--- src/rtl/arcade_input_mapper_if.sv ---
// Player-control bundle between the hps_io side and the game core pins.
interface arcade_input_mapper_if #(
    parameter int unsigned PLAYERS = 2
);
    logic [10:0]             ps2_key;
    logic [16*PLAYERS-1:0]   joy_in;
    logic                    joy_share;
    logic                    autofire_en;
    logic [PLAYERS-1:0]      up;
    logic [PLAYERS-1:0]      down;
    logic [PLAYERS-1:0]      left;
    logic [PLAYERS-1:0]      right;
    logic [PLAYERS-1:0]      fire;
    logic [PLAYERS-1:0]      start;
    logic [PLAYERS-1:0]      coin;

    // Input side: keyboard/joystick source.
    modport master (
        output ps2_key, joy_in, joy_share, autofire_en,
        input  up, down, left, right, fire, start, coin
    );

    // Mapper side.
    modport slave (
        input  ps2_key, joy_in, joy_share, autofire_en,
        output up, down, left, right, fire, start, coin
    );
endinterface

--- src/rtl/arcade_input_mapper.sv ---
// Arcade player-input front end: PS/2 key state + joystick merge, direction
// cleaning, fixed-width coin pulses and optional autofire.
module arcade_input_mapper #(
    parameter int unsigned PLAYERS      = 2,
    parameter int unsigned COIN_PULSE   = 16,
    parameter int unsigned AUTOFIRE_DIV = 4
) (
    input  logic                 clk_sys,
    input  logic                 reset,
    arcade_input_mapper_if.slave ctrl_io
);
    localparam int unsigned CoinW = $clog2(COIN_PULSE + 1);
    localparam int unsigned AfW   = $clog2(AUTOFIRE_DIV + 1);
    localparam logic [CoinW-1:0] CoinLoad = CoinW'(COIN_PULSE);
    localparam logic [AfW-1:0]   AfLast   = AfW'(AUTOFIRE_DIV - 1);

    logic       old_toggle_q;
    logic       ps2_event;
    logic       ps2_pressed;
    logic       ps2_ext;
    logic [7:0] ps2_code;

    // Directions/fire only have keys for players 0 and 1.
    logic [1:0] key_up_q, key_up_d;
    logic [1:0] key_down_q, key_down_d;
    logic [1:0] key_left_q, key_left_d;
    logic [1:0] key_right_q, key_right_d;
    logic [1:0] key_fire_q, key_fire_d;
    logic [3:0] key_start_q, key_start_d;
    logic [3:0] key_coin_q, key_coin_d;

    logic [3:0] key_up_w, key_down_w, key_left_w, key_right_w, key_fire_w;

    logic [15:0]        joy_or;
    logic [15:0]        joy_own;
    logic [15:0]        joy_sel;
    logic [PLAYERS-1:0] src_up, src_down, src_left, src_right;
    logic [PLAYERS-1:0] src_fire, src_start, src_coin;

    logic [PLAYERS-1:0] up_q, up_d, down_q, down_d, left_q, left_d, right_q, right_d;
    logic [PLAYERS-1:0] fire_q, fire_d, start_q, start_d, coin_q, coin_d;
    logic [PLAYERS-1:0] coin_prev_q, coin_prev_d;
    logic [PLAYERS-1:0] af_held_q, af_held_d;
    logic [CoinW-1:0]   coin_cnt_q [PLAYERS];
    logic [CoinW-1:0]   coin_cnt_d [PLAYERS];
    logic [AfW-1:0]     af_cnt_q [PLAYERS];
    logic [AfW-1:0]     af_cnt_d [PLAYERS];

    assign ps2_event   = ctrl_io.ps2_key[10] != old_toggle_q;
    assign ps2_pressed = ctrl_io.ps2_key[9];
    assign ps2_ext     = ctrl_io.ps2_key[8];
    assign ps2_code    = ctrl_io.ps2_key[7:0];

    assign key_up_w    = {2'b00, key_up_q};
    assign key_down_w  = {2'b00, key_down_q};
    assign key_left_w  = {2'b00, key_left_q};
    assign key_right_w = {2'b00, key_right_q};
    assign key_fire_w  = {2'b00, key_fire_q};

    // Decode a PS/2 event into the held-key state; arrows ignore the E0 flag.
    always_comb begin
        key_up_d    = key_up_q;
        key_down_d  = key_down_q;
        key_left_d  = key_left_q;
        key_right_d = key_right_q;
        key_fire_d  = key_fire_q;
        key_start_d = key_start_q;
        key_coin_d  = key_coin_q;
        if (ps2_event) begin
            case (ps2_code)
                8'h75: key_up_d[0]    = ps2_pressed;
                8'h72: key_down_d[0]  = ps2_pressed;
                8'h6B: key_left_d[0]  = ps2_pressed;
                8'h74: key_right_d[0] = ps2_pressed;
                default: begin
                    if (!ps2_ext) begin
                        case (ps2_code)
                            8'h29, 8'h14: key_fire_d[0]  = ps2_pressed;
                            8'h2D:        key_up_d[1]    = ps2_pressed;
                            8'h2B:        key_down_d[1]  = ps2_pressed;
                            8'h23:        key_left_d[1]  = ps2_pressed;
                            8'h34:        key_right_d[1] = ps2_pressed;
                            8'h1C:        key_fire_d[1]  = ps2_pressed;
                            8'h16, 8'h05: key_start_d[0] = ps2_pressed;
                            8'h1E, 8'h06: key_start_d[1] = ps2_pressed;
                            8'h26:        key_start_d[2] = ps2_pressed;
                            8'h25:        key_start_d[3] = ps2_pressed;
                            8'h2E:        key_coin_d[0]  = ps2_pressed;
                            8'h36:        key_coin_d[1]  = ps2_pressed;
                            8'h3D:        key_coin_d[2]  = ps2_pressed;
                            8'h3E:        key_coin_d[3]  = ps2_pressed;
                            default: ;
                        endcase
                    end
                end
            endcase
        end
    end

    // Merge keys with joysticks; shared mode ORs all sticks for directions/fire only.
    always_comb begin
        joy_or    = '0;
        joy_own   = '0;
        joy_sel   = '0;
        src_up    = '0;
        src_down  = '0;
        src_left  = '0;
        src_right = '0;
        src_fire  = '0;
        src_start = '0;
        src_coin  = '0;
        for (int p = 0; p < int'(PLAYERS); p++) begin
            joy_or = joy_or | ctrl_io.joy_in[16*p +: 16];
        end
        for (int p = 0; p < int'(PLAYERS); p++) begin
            joy_own      = ctrl_io.joy_in[16*p +: 16];
            joy_sel      = ctrl_io.joy_share ? joy_or : joy_own;
            src_right[p] = joy_sel[0] | key_right_w[p];
            src_left[p]  = joy_sel[1] | key_left_w[p];
            src_down[p]  = joy_sel[2] | key_down_w[p];
            src_up[p]    = joy_sel[3] | key_up_w[p];
            src_fire[p]  = joy_sel[4] | key_fire_w[p];
            src_start[p] = joy_own[5] | key_start_q[p];
            src_coin[p]  = joy_own[7] | key_coin_q[p];
        end
    end

    // Output next-state: opposite-direction cleaning, coin pulse timer, autofire phase.
    always_comb begin
        up_d        = src_up & ~src_down;
        down_d      = src_down & ~src_up;
        left_d      = src_left & ~src_right;
        right_d     = src_right & ~src_left;
        start_d     = src_start;
        coin_prev_d = src_coin;
        coin_d      = '0;
        fire_d      = '0;
        af_held_d   = '0;
        for (int p = 0; p < int'(PLAYERS); p++) begin
            // A rise only starts a pulse when the previous one has fully ended.
            if (coin_cnt_q[p] != '0) begin
                coin_cnt_d[p] = coin_cnt_q[p] - CoinW'(1);
            end else if (src_coin[p] && !coin_prev_q[p]) begin
                coin_cnt_d[p] = CoinLoad;
            end else begin
                coin_cnt_d[p] = '0;
            end
            coin_d[p] = coin_cnt_d[p] != '0;

            // Clearing the held flag while disabled makes re-enable act as a fresh press.
            af_cnt_d[p] = '0;
            if (!ctrl_io.autofire_en) begin
                fire_d[p] = src_fire[p];
            end else if (!src_fire[p]) begin
                fire_d[p] = 1'b0;
            end else if (!af_held_q[p]) begin
                fire_d[p]    = 1'b1;
                af_held_d[p] = 1'b1;
            end else if (af_cnt_q[p] == AfLast) begin
                fire_d[p]    = ~fire_q[p];
                af_held_d[p] = 1'b1;
            end else begin
                fire_d[p]    = fire_q[p];
                af_held_d[p] = 1'b1;
                af_cnt_d[p]  = af_cnt_q[p] + AfW'(1);
            end
        end
    end

    // State and output registers; reset re-syncs the toggle so no event fires on exit.
    always_ff @(posedge clk_sys) begin
        if (reset) begin
            old_toggle_q <= ctrl_io.ps2_key[10];
            key_up_q     <= '0;
            key_down_q   <= '0;
            key_left_q   <= '0;
            key_right_q  <= '0;
            key_fire_q   <= '0;
            key_start_q  <= '0;
            key_coin_q   <= '0;
            up_q         <= '0;
            down_q       <= '0;
            left_q       <= '0;
            right_q      <= '0;
            fire_q       <= '0;
            start_q      <= '0;
            coin_q       <= '0;
            coin_prev_q  <= '0;
            af_held_q    <= '0;
            for (int p = 0; p < int'(PLAYERS); p++) begin
                coin_cnt_q[p] <= '0;
                af_cnt_q[p]   <= '0;
            end
        end else begin
            old_toggle_q <= ctrl_io.ps2_key[10];
            key_up_q     <= key_up_d;
            key_down_q   <= key_down_d;
            key_left_q   <= key_left_d;
            key_right_q  <= key_right_d;
            key_fire_q   <= key_fire_d;
            key_start_q  <= key_start_d;
            key_coin_q   <= key_coin_d;
            up_q         <= up_d;
            down_q       <= down_d;
            left_q       <= left_d;
            right_q      <= right_d;
            fire_q       <= fire_d;
            start_q      <= start_d;
            coin_q       <= coin_d;
            coin_prev_q  <= coin_prev_d;
            af_held_q    <= af_held_d;
            for (int p = 0; p < int'(PLAYERS); p++) begin
                coin_cnt_q[p] <= coin_cnt_d[p];
                af_cnt_q[p]   <= af_cnt_d[p];
            end
        end
    end

    assign ctrl_io.up    = up_q;
    assign ctrl_io.down  = down_q;
    assign ctrl_io.left  = left_q;
    assign ctrl_io.right = right_q;
    assign ctrl_io.fire  = fire_q;
    assign ctrl_io.start = start_q;
    assign ctrl_io.coin  = coin_q;
endmodule

--- src/flat_wrapper.sv ---
// flat-port wrapper written by rule: the top's interface ports become plain ports
module arcade_input_mapper_flat 
#(
    parameter int unsigned PLAYERS      = 2,
    parameter int unsigned COIN_PULSE   = 16,
    parameter int unsigned AUTOFIRE_DIV = 4
)
  (clk_sys, reset, ctrl_io_ps2_key, ctrl_io_joy_in, ctrl_io_joy_share, ctrl_io_autofire_en, ctrl_io_up, ctrl_io_down, ctrl_io_left, ctrl_io_right, ctrl_io_fire, ctrl_io_start, ctrl_io_coin);
  arcade_input_mapper_if #(.PLAYERS(PLAYERS)) ctrl_io_i ();
  input  logic clk_sys;
  input  logic reset;
  input wire logic [$bits(ctrl_io_i.ps2_key)-1:0] ctrl_io_ps2_key;
  input wire logic [$bits(ctrl_io_i.joy_in)-1:0] ctrl_io_joy_in;
  input wire logic [$bits(ctrl_io_i.joy_share)-1:0] ctrl_io_joy_share;
  input wire logic [$bits(ctrl_io_i.autofire_en)-1:0] ctrl_io_autofire_en;
  output wire logic [$bits(ctrl_io_i.up)-1:0] ctrl_io_up;
  output wire logic [$bits(ctrl_io_i.down)-1:0] ctrl_io_down;
  output wire logic [$bits(ctrl_io_i.left)-1:0] ctrl_io_left;
  output wire logic [$bits(ctrl_io_i.right)-1:0] ctrl_io_right;
  output wire logic [$bits(ctrl_io_i.fire)-1:0] ctrl_io_fire;
  output wire logic [$bits(ctrl_io_i.start)-1:0] ctrl_io_start;
  output wire logic [$bits(ctrl_io_i.coin)-1:0] ctrl_io_coin;
  assign ctrl_io_i.ps2_key = ctrl_io_ps2_key;
  assign ctrl_io_i.joy_in = ctrl_io_joy_in;
  assign ctrl_io_i.joy_share = ctrl_io_joy_share;
  assign ctrl_io_i.autofire_en = ctrl_io_autofire_en;
  assign ctrl_io_up = ctrl_io_i.up;
  assign ctrl_io_down = ctrl_io_i.down;
  assign ctrl_io_left = ctrl_io_i.left;
  assign ctrl_io_right = ctrl_io_i.right;
  assign ctrl_io_fire = ctrl_io_i.fire;
  assign ctrl_io_start = ctrl_io_i.start;
  assign ctrl_io_coin = ctrl_io_i.coin;
  arcade_input_mapper #(.PLAYERS(PLAYERS), .COIN_PULSE(COIN_PULSE), .AUTOFIRE_DIV(AUTOFIRE_DIV)) u_core (.clk_sys(clk_sys), .reset(reset), .ctrl_io(ctrl_io_i));
endmodule
--- config.mk ---
export PLATFORM = sky130hd
export DESIGN_NAME = arcade_input_mapper_flat
export DESIGN_NICKNAME = d
export VERILOG_FILES = /design/src/rtl/arcade_input_mapper_if.sv /design/src/rtl/arcade_input_mapper.sv /design/src/flat_wrapper.sv
export SDC_FILE = /design/constraint.sdc
export NUM_CORES = 1
export LEC_CHECK = 0
export ABC_AREA = 1
export BUFFER_PORTS_ARGS = -buffer_cell sky130_fd_sc_hd__buf_4
export CORE_UTILIZATION = 50
export DETAILED_ROUTE_END_ITERATION = 10
export GPL_TIMING_DRIVEN = 0
export HOLD_SLACK_MARGIN = 0.03
export PLACE_DENSITY = 0.77
export SLEW_MARGIN = 5
export SYNTH_ARGS = -nofsm -noshare
export SYNTH_HDL_FRONTEND = slang
export SYNTH_SLANG_ARGS = --single-unit
--- constraint.sdc ---
create_clock -name clk_sys -period 3.1 [get_ports clk_sys]
set_input_delay 0.465 -clock clk_sys [delete_from_list [all_inputs] [get_ports clk_sys]]
set_output_delay 0.465 -clock clk_sys [all_outputs]
set_load 0.01 [all_outputs]
==> results.json <==
{
  "drt_iter0_drc": 106,
  "worst_pin_slew_ps": 449,
  "wirelength_um": 4560,
  "synth_nets": 395,
  "antenna_left": 0,
  "wl_met3_um": 257,
  "cp-start-kind": "flop",
  "die_h_um": 71.1,
  "top_register": "u_core.coin_cnt_q",
  "synth_area_um2": 2390,
  "post-dp-hpwl_um": 3640,
  "p_per_area_nw_per_um2": 563,
  "synth_area_per_cell_um2": 6.99,
  "initial_utilization_pct": 53.4,
  "yosys.cell_types.count": 29,
  "holdPathStages": 1,
  "clkTransAtPathRegs_ps": 90,
  "finalSetupViolCount": 0,
  "die-area_um2": 5060,
  "reg2regPathDepth": 8,
  "fill_cells": 421,
  "layout.cells.non_filler": 444,
  "mostFrequentLayoutCell": "inv_1",
  "place.gp.congestion": 0.911,
  "hold_viol_final": 0,
  "row_count": 24,
  "fin_crit_ps": 1390,
  "highest_layer": "met4",
  "die_x_um": 71.1,
  "clkLatencyLatePin_ps": 300,
  "irDropWorstVdd_uv": 338,
  "n_antenna_cell": 0,
  "worstPathMaxFanout": 4,
  "antenna_found_initial": 0,
  "hold_buffers": 0,
  "worst_clock_skew_ps": 6.37,
  "crit_type": "reg2reg",
  "synth_top_area_share_pct": 41.0,
  "yosysSeqAreaShare_pct": 41.0,
  "nets": 444,
  "wl_per_cell_um": 10.3,
  "core_area_um2": 4470,
  "status": "finished, violations left",
  "ys_ff_latch": 49,
  "via_per_inst": 4.85,
  "slew_viol_final": 0,
  "syn_inst": 342,
  "rsz0062_at_grt": "no",
  "yosys_warnings": 0,
  "worst_setup_path_end_kind": "flop",
  "cts_tree": "done",
  "first_pass_iters": 8,
  "grt_use_total_pct": 20.7,
  "post-cts-setup-buffers": 0,
  "netlist_top_cells_area": "dfxtp_1 41%, inv_1 10%, nor2_1 9.7%",
  "io_buffers": 42,
  "min_path_type": "in2reg",
  "vias": 2155,
  "drive_gt1_share_pct": 18.6,
  "grt_overflow": 0,
  "io_pins": 61,
  "grt_first_pass_wirelength_um": 8360,
  "area_growth_pct": 19.5,
  "fin_tns_setup_ps": 0,
  "period_share_pct": 44.9,
  "cts_resized": 0,
  "grt_pass1_vias": 2041,
  "numCtsBuffers": 5,
  "p_leak_nw": 1.33,
  "yosysTopAreaCell": "dfxtp_1",
  "dp.cells": 436,
  "drt-met1-wl_um": 2160,
  "cts_buffer_depth": 2,
  "slew_headroom_pct": 70.1,
  "fmax_ghz": 0.718,
  "final_cell_mix": "64 x inv_1, 62 x nor2_1, 49 x dfxtp_1",
  "largest_reg_flops": 10,
  "violations": "DRC",
  "grt_max_degree": 16,
  "drv_cap": 0,
  "cp.required_ps": 3340,
  "multi_input_area_um2": 1110,
  "largestRegisters": "u_core.coin_cnt_q: 10 flops, u_core.af_cnt_q: 6 flops",
  "register_area_um2": 981,
  "cp.arrival_ps": 1630,
  "root_buffer": "clkbuf_8",
  "dr_wl_met2_um": 2060,
  "clkSinkCount": 49,
  "cts.htree.levels": 2,
  "drc_errors": 7
}
[report_power, final]
| part | switching [mW] | internal (mW) | leakage (nW) |
|---|---|---|---|
| registers | 0.0366 | 0.710 | 0.401 |
| clock network | 0.207 | 0.161 | 0.0456 |
| logic | 0.292 | 0.203 | 0.888 |
[per-layer routing]
metal  global-route usage (%)  vias to the layer above
met1                     26.0                      932
met4                     8.22                        0
met5                        0                        -
met2                     34.0                       50
met3                     5.27                        9
li1                         -                     1164
[area by class of cell]
type	instances	share of cell area [%]
Inverter	70	9.20
Sequential cell	49	34.3
Buffer	6	1.27
Timing Repair Buffer	42	11.0
Multi-Input combinational cell	217	38.9
Clock buffer	6	2.54
Tap cell	52	2.28
Clock inverter	2	0.482
[synthesized netlist by cell type, drive strengths merged]
library cell / number
ha: 6
a21oi: 19
nor2b: 1
inv: 68
o211ai: 10
or2: 1
a41oi: 1
nand4: 4
clkbuf: 2
nor2: 68
nor3: 2
nand3: 32
nand3b: 1
o21ai: 11
buf: 4
dfxtp: 49
nor3b: 4
nand2: 56
and3: 1
clkinv: 2
[critical path, stage by stage (launching register included)]
cell,delay [ps]
dfxtp_1,320
inv_1,70
ha_1,240
nand3_1,160
inv_1,80
or2_2,290
nand3_1,70
nor2_1,50
nor2_1,70
[per-stage QoR]
| step | util [%] | cell area (µm²) | worst slack, ps | hold slack, ps | power [mW] |
|---|---|---|---|---|---|
| CTS | 63.8 | 2860 | 1700 | 271 | 1.63 |
| global route | 63.8 | 2860 | 1550 | 266 | 1.74 |
| finish | 63.8 | 2860 | 1710 | 280 | 1.61 |
| floorplan | - | 2390 | 1730 | 399 | 1.12 |
| global placement | 61.9 | 2770 | 1540 | 408 | 1.24 |
| detailed placement | 61.9 | 2770 | 1510 | 416 | 1.26 |
[final timing paths]
| path | start | to | slack [ps] |
|---|---|---|---|
| min | ctrl_io_ps2_key[10] | u_core.old_toggle_q$_DFF_P_ | 280 |
| max reg2reg | u_core.coin_cnt_q[0][0]$_SDFF_PP0_ | u_core.ctrl_io.coin[0]$_SDFF_PP0_ | 1710 |
| min reg2reg | u_core.af_cnt_q[0][3]$_SDFF_PP0_ | u_core.af_cnt_q[0][3]$_SDFF_PP0_ | 430 |
| max | u_core.coin_cnt_q[0][0]$_SDFF_PP0_ | u_core.ctrl_io.coin[0]$_SDFF_PP0_ | 1710 |
[cells by family after synthesis]
group | count (synthesis) | synth area share, %
buffers and inverters | 76 | 12.5
and+or+nand+nor | 170 | 33.5
DFF | 49 | 41.0
AOI/OAI and AO/OA | 41 | 9.79
adders and majority gates | 6 | 3.14
Note: power is estimated with default switching activity, not from simulation.
